## src/rtl/shift_add_multiplier.sv

```systemverilog
// Sequential unsigned radix-2 shift-and-add multiplier: one multiplier bit per enabled clock,
// 2N-bit product, start/busy/done handshake with back-to-back restart from DONE.
module shift_add_multiplier #(
  parameter int unsigned C_NUM_BITS = 24
) (
  input  logic                      CK,
  input  logic                      RN,
  input  logic                      E,
  input  logic                      START,
  input  logic [C_NUM_BITS-1:0]     A,
  input  logic [C_NUM_BITS-1:0]     B,
  output logic [2*C_NUM_BITS-1:0]   P,
  output logic                      BUSY,
  output logic                      DONE
);

  localparam int unsigned N  = C_NUM_BITS;
  localparam int unsigned CW = $clog2(N + 1);
  localparam logic [CW-1:0] LastCount = CW'(N - 1);

  typedef enum logic [1:0] {StIdle, StRun, StDone} state_e;

  state_e           state_q, state_d;
  logic [N-1:0]     mcand_q, mcand_d;
  logic [N-1:0]     mq_q, mq_d;
  logic [N:0]       acc_q, acc_d;
  logic [CW-1:0]    count_q, count_d;
  logic [2*N-1:0]   p_q, p_d;
  logic [N-1:0]     addend;
  logic [N:0]       sum;

  always_comb begin
    addend = mq_q[0] ? mcand_q : '0;
    // acc[N] is always zero after a shift, so adding the full acc equals adding acc[N-1:0].
    sum    = acc_q + {1'b0, addend};

    state_d = state_q;
    mcand_d = mcand_q;
    mq_d    = mq_q;
    acc_d   = acc_q;
    count_d = count_q;
    p_d     = p_q;

    unique case (state_q)
      StIdle, StDone: begin
        state_d = StIdle;
        if (START) begin
          mcand_d = B;
          mq_d    = A;
          acc_d   = '0;
          count_d = '0;
          state_d = StRun;
        end
      end
      StRun: begin
        // Logical right shift of {1'b0, sum, mq}; the carry lands in acc for one shift.
        acc_d   = {1'b0, sum[N:1]};
        mq_d    = {sum[0], mq_q[N-1:1]};
        count_d = count_q + 1'b1;
        if (count_q == LastCount) begin
          p_d     = {sum, mq_q[N-1:1]};
          state_d = StDone;
        end
      end
      default: state_d = StIdle;
    endcase
  end

  always_ff @(posedge CK or negedge RN) begin
    if (!RN) begin
      state_q <= StIdle;
      mcand_q <= '0;
      mq_q    <= '0;
      acc_q   <= '0;
      count_q <= '0;
      p_q     <= '0;
    end else if (E) begin
      state_q <= state_d;
      mcand_q <= mcand_d;
      mq_q    <= mq_d;
      acc_q   <= acc_d;
      count_q <= count_d;
      p_q     <= p_d;
    end
  end

  assign P    = p_q;
  assign BUSY = (state_q == StRun);
  assign DONE = (state_q == StDone);

endmodule
```

## config.mk

```make
export PLATFORM = sky130hd
export DESIGN_NAME = shift_add_multiplier
export DESIGN_NICKNAME = d
export VERILOG_FILES = /design/src/rtl/shift_add_multiplier.sv
export SDC_FILE = /design/constraint.sdc
export NUM_CORES = 1
export LEC_CHECK = 0
export CORE_UTILIZATION = 54
export CTS_CLUSTER_DIAMETER = 100
export CTS_CLUSTER_SIZE = 28
export DETAILED_ROUTE_END_ITERATION = 16
export GPL_TIMING_DRIVEN = 0
export PLACE_DENSITY_LB_ADDON = 0.3
export SLEW_MARGIN = 15
export SYNTH_ARGS = -nofsm -noshare
export SYNTH_HDL_FRONTEND = slang
export SYNTH_SLANG_ARGS = --single-unit
```

## constraint.sdc

```tcl
create_clock -name CK -period 3.7 [get_ports CK]
set_input_delay 0.925 -clock CK [delete_from_list [all_inputs] [get_ports CK]]
set_output_delay 0.925 -clock CK [all_outputs]
set_load 0.03 [all_outputs]
```

==> results of run 1 <==
[Yosys cell counts (all sizes together), types with 2 or more instances]
| master | n |
|---|---|
| buf | 4 |
| a22o | 16 |
| nand3 | 7 |
| or4 | 2 |
| mux2i | 12 |
| clkbuf | 29 |
| a21boi | 3 |
| o21a | 4 |
| and2 | 27 |
| a21o | 9 |
| and3b | 2 |
| dfrtp | 127 |
| a22oi | 13 |
| and4 | 4 |
| nand4 | 8 |
| nor2 | 14 |
| and3 | 4 |
| o211ai | 3 |
| mux2 | 29 |
| a221oi | 3 |
| xnor2 | 12 |
| inv | 4 |
| o31ai | 7 |
| a211o | 3 |
| o21bai | 2 |
| nand2 | 167 |
| o21ai | 32 |
| a211oi | 2 |
| ha | 25 |
| nor2b | 2 |
| nor3 | 4 |
| a21oi | 25 |
| xor2 | 8 |
[critical path: cells and delay by family (launching register included)]
| family | cells | cell delay (ns) |
|---|---|---|
| buffers and inverters | 3 | 1.53 |
| AND/OR/NAND/NOR | 1 | 0.16 |
| flip-flops | 1 | 0.37 |
[cell type report]
type / count / area share
Buffer: 33 / 0.02064
Clock buffer: 18 / 0.05406
Clock inverter: 12 / 0.01479
Inverter: 4 / 0.001848
Multi-Input combinational cell: 467 / 0.3675
Sequential cell: 127 / 0.3912
Tap cell: 143 / 0.02202
Timing Repair Buffer: 102 / 0.1280
[where the power goes]
part / internal (W) / total (W) / switching [W]
sequential: 0.00181 / 0.00208 / 0.000273
clock: 0.000993 / 0.00160 / 0.000608
combinational: 0.000887 / 0.00200 / 0.00111
[layer usage]
metal / GRT usage / up-vias / share of wire
met4: 0.1067 / 0 / 0.020
li1: - / 2457 / -
met3: 0.04885 / 26 / 0.049
met1: 0.3723 / 2529 / 0.46
met5: 0 / - / 0
met2: 0.4501 / 168 / 0.47
[registers in the layout (all words and copies together) (netlist names)]
register and cells:
acc_q 24, mq_q 24, count_q 5, P 48
state_q 2, mcand_q 24
[through the flow]
stage	TNS (ns)	utilization	setup slack [ns]	power (W)
after detailed placement	0	0.6625	0.3791	0.004084
after global routing	0	0.7115	0.1474	0.006022
after global placement	-392.52	0.6600	-3.100	0.004027
after CTS	0	0.7115	0.2771	0.005706
final	0	0.7115	0.2949	0.005684
after floorplan	0	-	0.9785	0.003481
[cell usage in the layout (no fill, tap or decap), types with 3 or more instances in the layout]
cell	netlist	routed
nor2_1	13	13
a22o_1	16	16
a21o_1	9	9
clkbuf_16	0	17
nor3_1	4	4
o21a_1	4	4
clkinv_2	0	7
buf_1	3	3
a21oi_1	25	25
clkbuf_1	23	23
clkbuf_8	4	5
o31ai_1	7	7
inv_1	4	4
a211o_1	3	3
xnor2_1	12	12
nand2_1	165	165
and2_1	27	27
clkdlybuf4s50_1	0	100
nand4_1	8	8
o211ai_1	3	3
and3_1	3	3
ha_1	25	25
nand3_1	7	7
mux2_2	29	29
mux2i_1	12	12
o21ai_0	32	32
xor2_1	8	8
dfrtp_1	127	127
and4_1	4	4
a21boi_0	3	3
a22oi_1	13	13
[logic make-up (layout without fill, tap and decap cells)]
logic type | after synthesis | in the layout | synth area share
AND/OR/NAND/NOR | 248 | 248 | 0.1771
AO/OA/AOI/OAI | 132 | 132 | 0.1429
buffers and inverters | 37 | 169 | 0.02878
multiplexers | 41 | 41 | 0.07039
flip-flops | 127 | 127 | 0.5008
adder cells (fa/ha/maj) | 26 | 26 | 0.05244
XOR/XNOR | 20 | 20 | 0.02760
[final timing paths]
path / startpoint / endpoint / slack [ns] / cells past startpoint
min in group CK: P[36] / P[36] / 0.47 / 2
max reg2reg: mq_q[0] / P[35] / 0.36 / 10
min reg2reg: P[36] / P[36] / 0.47 / 2
max: state_q[0] / BUSY / 0.29 / 4
min: RN / P[7] / 0.44 / 1
max in group asynchronous: RN / P[34] / 2.52 / 2
==> impl_metrics.env, run 1 <==
export IMPL_status="finished clean"
export IMPL_slew_viol_final=0
export IMPL_io_buffers=101
export IMPL_cts_tree="built"
export IMPL_avgSynthCellArea_sq_um=10.06
export IMPL_clock_skew_final_ns=0.008072
export IMPL_cts_setup_buffers=0
export IMPL_place_area_sq_mm=0.007565
export IMPL_multi_input_area_sq_mm=0.002985
export IMPL_power_density_mw_per_mm2=699.6
export IMPL_firstDrtPassIters=4
export IMPL_p_leak_nw=3.902
export IMPL_core_sq_mm=0.01142
export IMPL_clk_latency_ns=0.42
export IMPL_post_route_cell_area_sq_mm=0.008124
export IMPL_peakVddDrop_uv=376.8
export IMPL_antenna_left=0
export IMPL_drt_iter0_markers=382
export IMPL_fillers=896
export IMPL_n_antenna_cell=0
export IMPL_grt_ovfl_total=0
export IMPL_cts_resized=0
export IMPL_yosysTopAreaCell="dfrtp_1"
export IMPL_wl_per_cell_um=17.56
export IMPL_syn_num_nets=709
export IMPL_cp_end_kind="output pin"
export IMPL_ff_latch_area_sq_mm=0.003178
export IMPL_worst_path_max_delay_cell="clkdlybuf4s50_1"
export IMPL_drc=0
export IMPL_clock_path_buffers=2
export IMPL_ys_seq_elements=127
export IMPL_ys_seq_area_frac=0.5008
export IMPL_holdWs_ns=0.4416
export IMPL_setup_violations_final=0
export IMPL_numCtsBuffers=17
export IMPL_synth_edf_count=0
export IMPL_crit_arrival_ns=2.48
export IMPL_min_path_type="primary input to async pin"
export IMPL_grt_pass1_wl_um=26630
export IMPL_synthArstFlopShare=1.000
export IMPL_routed_via_count=5180
export IMPL_yosys_warnings=0
export IMPL_cts_sinks=127
export IMPL_cpPeakStageDelay_ns=0.80
export IMPL_dp_hpwl_um=11340
export IMPL_startpoint_type="register"
export IMPL_cts_hold_buf=0
export IMPL_synth_top_area_frac=0.5008
export IMPL_rsz0062_at_grt="no"
export IMPL_slew_headroom=0.5200
export IMPL_fp_dieH_um=110.4
export IMPL_h_tree_depth=4
export IMPL_grt_pass1_vias=5372
export IMPL_worst_ep_required_time_ns=2.77
export IMPL_nets=830
export IMPL_ioPinCount=102
export IMPL_gp_congestion=0.8774
export IMPL_path_max_fanout=10
export IMPL_period_minus_slack_ns=3.405
export IMPL_worstSetupPathType="register to output pin"
export IMPL_finalCritPeriodShare=0.9203
export IMPL_netlist_top_cells_area="dfrtp_1, nand2_1, mux2_2"
export IMPL_grt_use_total=0.2774
export IMPL_start_util=0.5558
export IMPL_fp_dieArea_sq_mm=0.01219
export IMPL_syn2layout_area_growth_pct=28.02
export IMPL_fp_dieW_um=110.4
export IMPL_fmaxAchievable_mhz=293.7
export IMPL_root_buffer="clkbuf_16"
export IMPL_ys_flop_type="dfrtp_1"
export IMPL_cp_cell_sequence="nor2b_1 > clkbuf_8 > clkbuf_1 > clkdlybuf4s50_1"
export IMPL_wirelength_um=15910
export IMPL_netlist_cell_type_count=60
export IMPL_hold_viol_final=0
export IMPL_stdcell_count=906
export IMPL_std_cell_rows=39
export IMPL_antenna_found_initial=0
export IMPL_tightest_slew_ns=0.7200
export IMPL_place_inst=876
export IMPL_drv_cap=0
export IMPL_grt_max_degree=77
export IMPL_clkTransAtPathRegs_ns=0.06
export IMPL_syn_inst=631
export IMPL_drive_above_1_share=0.1035
export IMPL_viasPerCell=5.717
export IMPL_syn_cell_area_sq_mm=0.006346
No activity file was read; power rests on OpenSTA's default activity.
==> run 2: changes to the inputs <==
CORE_MARGIN = 2   (was unset)
==> run 2 against run 1 <==
Against the previous run:
- clock skew is 0.0016 ns lower
- critical endpoint unchanged
- count of clock-buffer cells in the layout is 1 higher
- clock power is 16% higher
- maximum frequency is 0.84% lower
- critical path depth stayed put
- cell area is 1.2% higher
- sequential power hardly changed
==> impl_metrics.env, run 2 (synthesis results as in run 1) <==
export IMPL_io_buffers=101
export IMPL_syn2layout_area_growth_pct=29.51
export IMPL_min_path_type="primary input to async pin"
export IMPL_n_antenna_cell=0
export IMPL_wl_per_cell_um=18.06
export IMPL_cp_cell_sequence="nor2b_1 > clkbuf_8 > clkbuf_1 > clkdlybuf4s50_1"
export IMPL_slew_headroom=0.5265
export IMPL_std_cell_rows=39
export IMPL_viasPerCell=5.828
export IMPL_clk_latency_ns=0.42
export IMPL_mostFrequentLayoutCells="nand2_1, dfrtp_1, clkdlybuf4s50_1, o21ai_0, mux2_2"
export IMPL_fp_dieArea_sq_mm=0.01263
export IMPL_numCtsBuffers=17
export IMPL_drc=0
export IMPL_root_buffer="clkbuf_16"
export IMPL_worst_path_max_delay_cell="clkdlybuf4s50_1"
export IMPL_ff_latch_area_sq_mm=0.003178
export IMPL_cts_setup_buffers=0
export IMPL_clkTransAtPathRegs_ns=0.06
export IMPL_grt_max_degree=81
export IMPL_grtUsageMet2=0.4285
export IMPL_clock_path_buffers=2
export IMPL_status="finished clean"
export IMPL_peakVddDrop_uv=453.5
export IMPL_cp_buffers_inverters=3
export IMPL_start_util=0.5534
export IMPL_antenna_left=0
export IMPL_largest_reg_flops=48
export IMPL_drv_cap=0
export IMPL_rsz0062_at_grt="no"
export IMPL_fmaxAchievable_mhz=291.2
export IMPL_dp_hpwl_um=11570
export IMPL_period_minus_slack_ns=3.434
export IMPL_cp_end_kind="output pin"
export IMPL_cpPeakStageDelay_ns=0.80
export IMPL_p_leak_nw=3.938
export IMPL_firstDrtPassIters=5
export IMPL_multi_input_area_sq_mm=0.002985
export IMPL_grt_busiest_layer="met2"
export IMPL_fillers=847
export IMPL_path_delay_family="buffers and inverters"
export IMPL_antenna_found_initial=0
export IMPL_drt_iter0_markers=492
export IMPL_routed_via_count=5292
export IMPL_setup_violations_final=0
export IMPL_grt_ovfl_total=0
export IMPL_h_tree_depth=4
export IMPL_grt_pass1_vias=5368
export IMPL_fp_dieH_um=112.4
export IMPL_worstSetupPathType="register to output pin"
export IMPL_fp_dieW_um=112.4
export IMPL_cts_sinks=127
export IMPL_wirelength_um=16400
export IMPL_worst_ep_required_time_ns=2.77
export IMPL_final_common_cell="nand2_1"
export IMPL_cts_tree="built"
export IMPL_place_area_sq_mm=0.007565
export IMPL_core_sq_mm=0.01147
export IMPL_tightest_slew_ns=0.7029
export IMPL_drive_above_1_share=0.1046
export IMPL_met3_usage=0.06317
export IMPL_stdcell_count=908
export IMPL_power_density_mw_per_mm2=727.5
export IMPL_gp_congestion=0.9098
export IMPL_clock_skew_final_ns=0.006488
export IMPL_post_route_cell_area_sq_mm=0.008219
export IMPL_startpoint_type="register"
export IMPL_r2r_start="mq_q[0]"
export IMPL_finalCritPeriodShare=0.9281
export IMPL_cts_resized=0
export IMPL_path_max_fanout=10
export IMPL_cts_hold_buf=0
export IMPL_crit_arrival_ns=2.51
export IMPL_hold_viol_final=0
export IMPL_grt_use_total=0.2736
export IMPL_grt_pass1_wl_um=27050
export IMPL_nets=830
export IMPL_place_inst=876
export IMPL_ioPinCount=102
export IMPL_crit_start="state_q[0]"
export IMPL_grt_met1_usage=0.3725
export IMPL_slew_viol_final=0
[run 2: cell types whose count changed in the layout (fill, tap and decap cells not counted), sizes merged]
cell / before / now
clkinv: 8 / 6
bufinv: 2 / 5
clkbuf: 47 / 48
[run 2: cell type report]
type | instances | area share
buffer | 33 | 0.02040
timing repair buffer | 102 | 0.1265
clock inverter | 13 | 0.02573
clock buffer | 19 | 0.05389
inverter | 4 | 0.001827
tap | 143 | 0.02177
multi-input combinational | 467 | 0.3632
sequential | 127 | 0.3867
[run 2: final timing paths]
kind                                  end  slack, ns  cells past startpoint
worst max-delay path                 BUSY       0.27                      4
worst min-delay path                 P[6]       0.43                      1
worst max register to register      P[35]       0.36                     10
worst min register to register       P[6]       0.47                      2
max in group asynchronous       acc_q[14]       2.52                      2
min in group CK                      P[6]       0.47                      2
[run 2: layer usage]
layer  share of wire  wire, um  vias to the layer above
met2            0.47      7748                      178
met5               0         0                        -
met1            0.45      7305                     2625
met4           0.024       394                        0
li1                -         -                     2455
met3           0.058       949                       34
[run 2: worst reg2reg max path: stages (launching register included)]
cell      delay (ns)
dfrtp_1         0.45
clkbuf_1        0.28
and2_1          0.22
ha_1            0.23
fa_1            0.41
a21o_1          0.22
a221oi_2        0.46
o21ai_0         0.29
a21oi_1         0.26
xnor2_1         0.13
mux2_2          0.28
[run 2: metrics by stage]
step / setup slack [ns] / hold WS, ns / utilization / total power (W) / setup TNS, ns
6_report: 0.2660 / 0.4287 / 0.7167 / 0.005980 / 0
3_3_place_gp: -3.081 / 0.4565 / 0.6572 / 0.004024 / -390.29
4_1_cts: 0.2458 / 0.4396 / 0.7167 / 0.005986 / 0
5_1_grt: 0.1492 / 0.4527 / 0.7167 / 0.006319 / 0
3_5_place_dp: 0.3993 / 0.4618 / 0.6597 / 0.004102 / 0
2_1_floorplan: 0.9785 / 0.4551 / - / 0.003481 / 0
[run 2: power breakdown]
part / total [W] / leakage (nW) / internal [W] / switching, W
logic: 0.00203 / 1.96 / 0.000889 / 0.00114
clock network: 0.00185 / 0.318 / 0.00122 / 0.000639
registers: 0.00209 / 1.66 / 0.00181 / 0.000284
total: 0.00598 / 3.94 / 0.00392 / 0.00206
